--- src/rtl/cpu_ctrl_trace_encoder.sv ---
// Taps decoder control bundles at retire, re-encodes them into an instruction class and
// queues {gap, seq, cls, pc} records in a FIFO drained through a valid/ready port.
module cpu_ctrl_trace_encoder #(
  parameter int PC_W  = 32,
  parameter int SEQ_W = 8,
  parameter int DEPTH = 8
) (
  input  logic                      clk,
  input  logic                      rst_n,
  input  logic                      trace_en,
  input  logic                      valid_in,
  input  logic [PC_W-1:0]           pc_in,
  input  logic [14:0]               ctrl_vec,
  output logic                      t_valid,
  input  logic                      t_ready,
  output logic [SEQ_W+PC_W+4:0]     t_data,
  output logic [15:0]               drop_cnt,
  output logic                      done
);

  localparam int REC_W = 1 + SEQ_W + 4 + PC_W;
  localparam int AW    = (DEPTH > 1) ? $clog2(DEPTH) : 1;

  // Bit order: {beq,bne,bltz,halt,aluop[1:0],memread,memwrite,memtoreg,regdst,regwrite,alusrc_a,alusrc_b,extsel,jump}
  localparam logic [14:0] V_RTYPE  = 15'h0432;
  localparam logic [14:0] V_LOGIMM = 15'h0414;
  localparam logic [14:0] V_ADDIU  = 15'h0016;
  localparam logic [14:0] V_SLTI   = 15'h0416;
  localparam logic [14:0] V_SLL    = 15'h043A;
  localparam logic [14:0] V_LW     = 15'h0156;
  localparam logic [14:0] V_SW     = 15'h0086;
  localparam logic [14:0] V_BEQ    = 15'h4222;
  localparam logic [14:0] V_BNE    = 15'h2222;
  localparam logic [14:0] V_BLTZ   = 15'h1422;
  localparam logic [14:0] V_J      = 15'h0433;
  localparam logic [14:0] V_HALT   = 15'h0C32;
  localparam logic [3:0]  CLS_HALT = 4'hB;

  typedef enum logic [1:0] {RUN, DRAIN, FINISHED} state_t;

  state_t            state;
  logic [REC_W-1:0]  mem [DEPTH];
  logic [AW-1:0]     wr_ptr, rd_ptr;
  logic [AW:0]       count, count_nxt;
  logic [SEQ_W-1:0]  seq;
  logic              gap;
  logic [3:0]        cls;
  logic              full, retire, pop, push, drop;

  always_comb begin
    cls = 4'hF;
    case (ctrl_vec)
      V_RTYPE:  cls = 4'h0;
      V_LOGIMM: cls = 4'h1;
      V_ADDIU:  cls = 4'h2;
      V_SLTI:   cls = 4'h3;
      V_SLL:    cls = 4'h4;
      V_LW:     cls = 4'h5;
      V_SW:     cls = 4'h6;
      V_BEQ:    cls = 4'h7;
      V_BNE:    cls = 4'h8;
      V_BLTZ:   cls = 4'h9;
      V_J:      cls = 4'hA;
      V_HALT:   cls = 4'hB;
      default:  cls = 4'hF;
    endcase
  end

  assign full    = (count == (AW+1)'(DEPTH));
  assign t_valid = (count != '0);
  assign pop     = t_valid & t_ready;
  assign retire  = valid_in & trace_en & (state == RUN);
  // A full FIFO still accepts when the head leaves in the same cycle.
  assign push    = retire & (~full | pop);
  assign drop    = retire & full & ~pop;
  assign t_data  = t_valid ? mem[rd_ptr] : '0;

  always_comb begin
    count_nxt = count;
    case ({push, pop})
      2'b10:   count_nxt = count + (AW+1)'(1);
      2'b01:   count_nxt = count - (AW+1)'(1);
      default: count_nxt = count;
    endcase
  end

  always_ff @(posedge clk) begin
    if (push) mem[wr_ptr] <= {gap, seq, cls, pc_in};
  end

  always_ff @(posedge clk or negedge rst_n) begin
    if (!rst_n) begin
      wr_ptr   <= '0;
      rd_ptr   <= '0;
      count    <= '0;
      seq      <= '0;
      gap      <= 1'b0;
      drop_cnt <= '0;
      state    <= RUN;
      done     <= 1'b0;
    end else begin
      count <= count_nxt;
      if (push) wr_ptr <= wr_ptr + AW'(1);
      if (pop)  rd_ptr <= rd_ptr + AW'(1);
      if (retire) seq <= seq + SEQ_W'(1);
      if (push) gap <= 1'b0;
      else if (drop) begin
        gap <= 1'b1;
        if (drop_cnt != 16'hFFFF) drop_cnt <= drop_cnt + 16'd1;
      end
      case (state)
        RUN: if (retire && cls == CLS_HALT) state <= DRAIN;
        DRAIN: if (count_nxt == '0) begin
          state <= FINISHED;
          done  <= 1'b1;
        end
        default: done <= 1'b1;
      endcase
    end
  end

endmodule

--- config.mk ---
export PLATFORM = sky130hd
export DESIGN_NAME = cpu_ctrl_trace_encoder
export DESIGN_NICKNAME = d
export VERILOG_FILES = /design/src/rtl/cpu_ctrl_trace_encoder.sv
export SDC_FILE = /design/constraint.sdc
export NUM_CORES = 1
export LEC_CHECK = 0
export ABC_AREA = 0
export CORE_MARGIN = 2
export CORE_UTILIZATION = 34
export CTS_CLUSTER_DIAMETER = 120
export DETAILED_ROUTE_END_ITERATION = 8
export GPL_TIMING_DRIVEN = 0
export SLEW_MARGIN = 10
export SYNTH_ARGS = -nofsm -noshare
export SYNTH_HDL_FRONTEND = slang
export SYNTH_SLANG_ARGS = --single-unit
--- constraint.sdc ---
create_clock -name clk -period 8.1 [get_ports clk]
set_input_delay 2.025 -clock clk [delete_from_list [all_inputs] [get_ports clk]]
set_output_delay 2.025 -clock clk [all_outputs]
set_load 0.02 [all_outputs]
==> results.md, run 1 <==
| Parameter | This run |
|:---|:---|
| Pin slew with the least headroom to its limit | 963 ps |
| Layout cells sized above 1 | 22.2% |
| Relative slew margins | 35.2% |
| Worst-path fanout max | 10 |
| Global placer's final weighted congestion | 0.769 |
| Number of buffers inserted during clock tree synthesis | 43 |
| Number of port buffers | 114 |
| Leading register cell type out of synthesis | sky130_fd_sc_hd__edfxtp_1 |
| Unrepaired setup endpoints after global routing | false |
| Area contributors post-synth | sky130_fd_sc_hd__edfxtp_1 (68%), sky130_fd_sc_hd__mux4_2 (13%), sky130_fd_sc_hd__dfrtp_1 (6.0%), sky130_fd_sc_hd__mux2i_1 (2.8%), sky130_fd_sc_hd__nor2_1 (1.5%) |
| Final core utilization | 42.4% |
| Final sum of negative setup slack | 0 ps |
| Min-Delay Path Class | reg2reg |
| Post-Place Cells | 1564 |
| Portion of the clock cycle consumed by the worst path in the final layout | 68.7% |
| Die Footprint | 0.0484 sq mm |
| Required time of the critical path | 6080 ps |
| Post-route worst setup slack | 2540 ps |
| Count of unique library cells instantiated by Yosys | 53 |
| Number of flops mapped to enable cells by yosys | 360 |
| Maximum vdd drop | 0.000227 V |
| Via count of the first global-routing pass | 8371 |
| Top-Level Pins | 115 |
| Wire length after detailed routing | 33100 microns |
| # hold bufs at CTS | 0 |
| Place WS | 2840 ps |
| Area overhead of the layout relative to synthesis | 23.7% |
| TritonCTS clock tree | built |
| Post-synthesis sequential area ratio | 74.1% |
| Fraction of the mapped netlist area in simple logic gates | 5.79% |
| Total Nets Final | 1059 |
| Number of rows created at floorplan | 79 |
| Setup slack of the most critical reg-to-reg path | 4920 ps |
| Number of iterations in the first detailed-routing pass | 5 |
| Upper clock frequency limit | 180 MHz |
| DP Wirelength | 22100 microns |
| Non-filler instance count after layout | 1641 |
| Share of the synthesized area in compound gates (AO/OA/AOI/OAI) | 1.22% |
| Smallest hold slack | 489 ps |
| Level count of the clock H-tree | 2 |
| Global-route wire length before repair | 50400 microns |
| Post-CTS Setup Bufs | 0 |
| Post-Synthesis Net Count | 857 |
| Async S/R FF share, synth | 9.55% |
| Total global routing track utilization | 13.9% |
| Largest net degree at the start of global routing | 27 |
| Initial cell density of the core | 34.2% |
| Finished Cell Area | 0.0196 sq mm |
| PD cells | 339 mW/mm^2 |
| Synth top cells by count | sky130_fd_sc_hd__edfxtp_1 (360), sky130_fd_sc_hd__mux4_2 (90), sky130_fd_sc_hd__nor2_1 (63) |
| Die height | 220 microns |
| Final setup skew | 17.8 ps |
| Clock insertion delay at the later pin of the skew report | 570 ps |
| Warnings, synthesis | 0 |
| Crit Path Category | reg2out |
| Nature of the critical path startpoint | flop |
| Vias/cell | 4.94 |
| Per-cell routed wire length | 20.2 microns |
| Leading cell type by number of instances after synthesis | sky130_fd_sc_hd__edfxtp_1 |
| Endpoint type of the worst setup path | primary output |
| Area of the core region | 0.0464 sq mm |
| Antenna violations before repair | 0 |
| Antenna diodes | 0 |
| Signal arrival time at the worst endpoint | 3540 ps |
| Final worst path period need | 5560 ps |
| Flops & latches, synth | 398 |
| Antenna Nets Post-Route | 0 |
| Main combinational cell family by area after synthesis | multiplexers |
| Gates resized, CTS repair | 0 |
| Post-synthesis share of cell area spent on full adders, half adders and majority gates | 0.394% |
| CTS Root Buffer Type | sky130_fd_sc_hd__clkbuf_16 |
| Power consumption | 6.66 mW |
| DRC violations left | 0 |
| Number of failing setup endpoints in the final timing report | 0 |
| Die span in x | 220 microns |
| Number of endpoints with negative hold slack in the final report | 0 |
| Maximum number of buffers from clock root to sink | 3 |
| Synth Instances | 800 |
| Number of pins exceeding their max-slew limit in the final report | 0 |
| Cell taking the most area after synthesis | sky130_fd_sc_hd__edfxtp_1 |
| Placed instance area | 0.0183 sq mm |
| Portion of synthesized cell area occupied by the leading cell type | 68.1% |
| Xor and xnor area share after synthesis | 1.60% |
| Mean post-synth cell area | 19.8 sq um |
| Outcome | complete, no violations |
| Grt ovf | 0 |
| P_leak | 6.55 nW |
| Max_cap viols | 0 |
| Total standard cell area after synthesis | 0.0159 sq mm |
| Multiplexer share of the synthesized area | 15.8% |
| Vias | 8108 |
| TritonCTS Sinks | 398 |
| Initial detailed-routing violation count | 530 |
| Clock-pin slew of the registers on the worst-case setup and hold paths | 60 ps |
[flip-flops by register name, indices dropped and copies added (netlist names)]
name,cells
mem,360
drop_cnt,16
seq,8
count,4
rd_ptr,3
wr_ptr,3
state,2
done,1
gap,1
[cell type report]
class                           count  area (sq um)
Fill cell                        4052         26700
Buffer                             35           160
Clock buffer                       55          1120
Clock inverter                     22           219
Sequential cell                   398         11800
Inverter                            5          18.8
Tap cell                          607           759
Multi-Input combinational cell    362          3990
Timing Repair Buffer              157          1610
[kinds of logic (layout without fill, tap and decap cells)]
group           count (synthesis)  count (layout)
compound gates                 21              21
buf+inv                        40             274
flops                         398             398
fa+ha+maj                       5               5
simple gates                  170             170
xor+xnor                       29              29
mux                           137             137
[final timing paths]
check	to	cells past startpoint	startpoint
max	t_data[39]	5	rd_ptr[2]
min	done	1	done
max reg2reg	mem[0][21]	8	state[0]
min reg2reg	done	1	done
max in group asynchronous	seq[0]	2	rst_n
min in group asynchronous	drop_cnt[9]	1	rst_n
[cell usage in the layout, fill, tap and decap left out, types with 5 or more instances in the layout]
cell                                n
sky130_fd_sc_hd__buf_2             12
sky130_fd_sc_hd__clkinv_2          10
sky130_fd_sc_hd__clkbuf_1          28
sky130_fd_sc_hd__buf_4             26
sky130_fd_sc_hd__dfrtp_1           38
sky130_fd_sc_hd__nand3_1            8
sky130_fd_sc_hd__clkbuf_16         43
sky130_fd_sc_hd__buf_1              6
sky130_fd_sc_hd__nor3_2             6
sky130_fd_sc_hd__ha_1               5
sky130_fd_sc_hd__mux4_2            90
sky130_fd_sc_hd__nand4_1           16
sky130_fd_sc_hd__inv_1              5
sky130_fd_sc_hd__edfxtp_1         360
sky130_fd_sc_hd__nand2_1           25
sky130_fd_sc_hd__xor2_1             6
sky130_fd_sc_hd__nor3_1             5
sky130_fd_sc_hd__mux2i_1           45
sky130_fd_sc_hd__nor2_1            59
sky130_fd_sc_hd__xnor2_1           23
sky130_fd_sc_hd__buf_6             12
sky130_fd_sc_hd__clkdlybuf4s50_1  113
[layer usage]
| layer | vias to the layer above | global-route usage (%) | routed length [microns] | part of all wire [%] |
|---|---|---|---|---|
| met4 | 0 | 4.25 | 658 | 2.0 |
| met1 | 4177 | 19.9 | 15200 | 46 |
| met3 | 51 | 2.33 | 1620 | 4.9 |
| li1 | 3675 | - | - | - |
| met5 | - | 0 | 0 | 0 |
| met2 | 205 | 21.9 | 15600 | 47 |
[critical path, stage by stage, from the launching register on]
cell and delay, ps:
sky130_fd_sc_hd__dfrtp_1 320, sky130_fd_sc_hd__clkbuf_1 690, sky130_fd_sc_hd__clkbuf_1 730, sky130_fd_sc_hd__mux2i_1 220
sky130_fd_sc_hd__nor2_1 330, sky130_fd_sc_hd__clkdlybuf4s50_1 680
[power by group]
group | switching [mW] | internal [mW]
Combinational | 1.19 | 1.05
Clock | 0.788 | 1.08
Sequential | 0.0912 | 2.45
Total | 2.07 | 4.59
No activity file was read; power rests on OpenSTA's default activity.
==> run 2: changes to the inputs <==
- clock period: 8.1 -> 5.13 ns (I/O delays scaled with it)
==> results.md, run 2 (synthesis results as in run 1) <==
| Parameter | This run |
|:---|:---|
| Number of instances on the worst hold path | 1 |
| Final worst path period need | 4850 ps |
| Gates resized, CTS repair | 0 |
| Post-route worst setup slack | 275 ps |
| Vias | 8140 |
| Global-route wire length before repair | 52200 microns |
| Per-cell routed wire length | 20.9 microns |
| Die span in x | 220 microns |
| Nature of the critical path startpoint | flop |
| Wire length after detailed routing | 34000 microns |
| Unrepaired setup endpoints after global routing | false |
| Level count of the clock H-tree | 2 |
| Most Used Layer, Global Route | met2 |
| Largest net degree at the start of global routing | 27 |
| TritonCTS Sinks | 398 |
| # hold bufs at CTS | 0 |
| Most flop-heavy register | mem |
| Fill cells | 4043 |
| Largest registers | mem: 360 flops, drop_cnt: 16 flops, seq: 8 flops |
| Maximum vdd drop | 0.000361 V |
| Number of iterations in the first detailed-routing pass | 5 |
| Non-filler instance count after layout | 1632 |
| Top-Level Pins | 115 |
| Number of rows created at floorplan | 79 |
| Commonest cells after routing, fill and taps aside | sky130_fd_sc_hd__edfxtp_1 (360), sky130_fd_sc_hd__clkdlybuf4s50_1 (113), sky130_fd_sc_hd__mux4_2 (90) |
| Number of flip-flops in the largest register | 360 |
| Initial detailed-routing violation count | 604 |
| Post-CTS Setup Bufs | 0 |
| Cell count of the worst reg-to-reg path | 7 |
| Upper clock frequency limit | 206 MHz |
| Min-Delay Path Class | reg2reg |
| Antenna Nets Post-Route | 0 |
| Worst-path fanout max | 10 |
| Final sum of negative setup slack | 0 ps |
| TritonCTS clock tree | built |
| Register area | 0.0118 sq mm |
| DP Wirelength | 22500 microns |
| CTS Root Buffer Type | sky130_fd_sc_hd__clkbuf_16 |
| Clock insertion delay at the later pin of the skew report | 550 ps |
| Portion of the clock cycle consumed by the worst path in the final layout | 94.6% |
| Signal arrival time at the worst endpoint | 3570 ps |
| P_leak | 6.51 nW |
| Area overhead of the layout relative to synthesis | 23.7% |
| Power consumption | 10.5 mW |
| Hold_sp | done |
| PD cells | 536 mW/mm^2 |
| Place WS | 786 ps |
| Required time of the critical path | 3850 ps |
| Area of the core region | 0.0464 sq mm |
| Met3 capacity usage during global routing | 2.44% |
| Capture endpoint of the worst hold path | done |
| Vias/cell | 4.99 |
| Area occupied by multi-input gates | 0.00400 sq mm |
| Number of failing setup endpoints in the final timing report | 0 |
| Number of buffers inserted during clock tree synthesis | 43 |
| Post-Place Cells | 1556 |
| Crit Path Category | reg2out |
| Met2 routing resource usage after global routing | 23.3% |
| Final setup skew | 16.7 ps |
| Antenna diodes | 0 |
| Relative slew margins | 39.4% |
| DRC violations left | 0 |
| Endpoint type of the worst setup path | primary output |
| Initial cell density of the core | 34.2% |
| Number of pins exceeding their max-slew limit in the final report | 0 |
| Reg2Reg Capture Point | mem[1][14] |
| Leading cell type in the layout, fill and taps excluded | sky130_fd_sc_hd__edfxtp_1 |
| Number of endpoints with negative hold slack in the final report | 0 |
| Pin slew with the least headroom to its limit | 909 ps |
| Total global routing track utilization | 14.4% |
| Max_cap viols | 0 |
| Met1 GRT Util | 20.1% |
| Antenna violations before repair | 0 |
| Grt ovf | 0 |
| Via count of the first global-routing pass | 8515 |
| Setup slack of the most critical reg-to-reg path | 2150 ps |
| Global placer's final weighted congestion | 0.775 |
| Total Nets Final | 1051 |
| Smallest hold slack | 480 ps |
| Number of port buffers | 114 |
| Beginning of the worst register-to-register path | state[0] |
| Clock-pin slew of the registers on the worst-case setup and hold paths | 50 ps |
| Die height | 220 microns |
| Layout cells sized above 1 | 21.1% |
| Die Footprint | 0.0484 sq mm |
| Outcome | complete, no violations |
| Maximum number of buffers from clock root to sink | 3 |
[run 2: cell count changes in the layout (fill, tap and decap cells not counted), sizes merged]
cell	change
buf	-8
clkinv	+2
clkinvlp	-2
inv	-1
[run 2: critical path, stage by stage (launching register included)]
cell and delay (ps):
sky130_fd_sc_hd__dfrtp_1 400, sky130_fd_sc_hd__clkbuf_1 210, sky130_fd_sc_hd__or3_1 400, sky130_fd_sc_hd__nor2_2 400, sky130_fd_sc_hd__buf_8 200, sky130_fd_sc_hd__clkbuf_1 570
sky130_fd_sc_hd__nor2_1 230, sky130_fd_sc_hd__clkdlybuf4s50_1 600
[run 2: report_power, final]
| group | switching [mW] | internal [mW] |
|---|---|---|
| logic | 1.89 | 1.67 |
| registers | 0.153 | 3.87 |
| clock network | 1.21 | 1.72 |
[run 2: final cells by class]
type / instances / area share [%]
Sequential cell: 398 / 59.9
Multi-Input combinational cell: 362 / 20.4
Timing Repair Buffer: 149 / 8.17
Clock buffer: 55 / 5.82
Tap cell: 607 / 3.87
Clock inverter: 21 / 0.962
Buffer: 35 / 0.816
Inverter: 5 / 0.0956
[run 2: layer usage]
layer | routed length, microns | vias up
met1 | 15200 | 4230
li1 | - | 3654
met4 | 631 | 0
met2 | 16400 | 209
met3 | 1770 | 47
met5 | 0 | -
[run 2: how the worst max path moves through the flow]
| stage | to | slack, ps | from | depth (start not counted) |
|---|---|---|---|---|
| floorplan | mem[4][0] | -390 | valid_in | 4 |
| global placement | mem[4][15] | -4640 | valid_in | 5 |
| detailed placement | t_data[38] | 790 | count[2] | 7 |
| CTS | t_data[38] | 180 | count[2] | 7 |
| global route | t_data[41] | 30 | count[2] | 7 |
| finish | t_data[38] | 280 | count[2] | 7 |
[run 2: metrics by stage]
step	area (sq um)	util (%)
floorplan	15900	-
global placement	17800	38.4
detailed placement	18300	39.5
CTS	19600	42.3
global route	19600	42.4
finish	19600	42.4
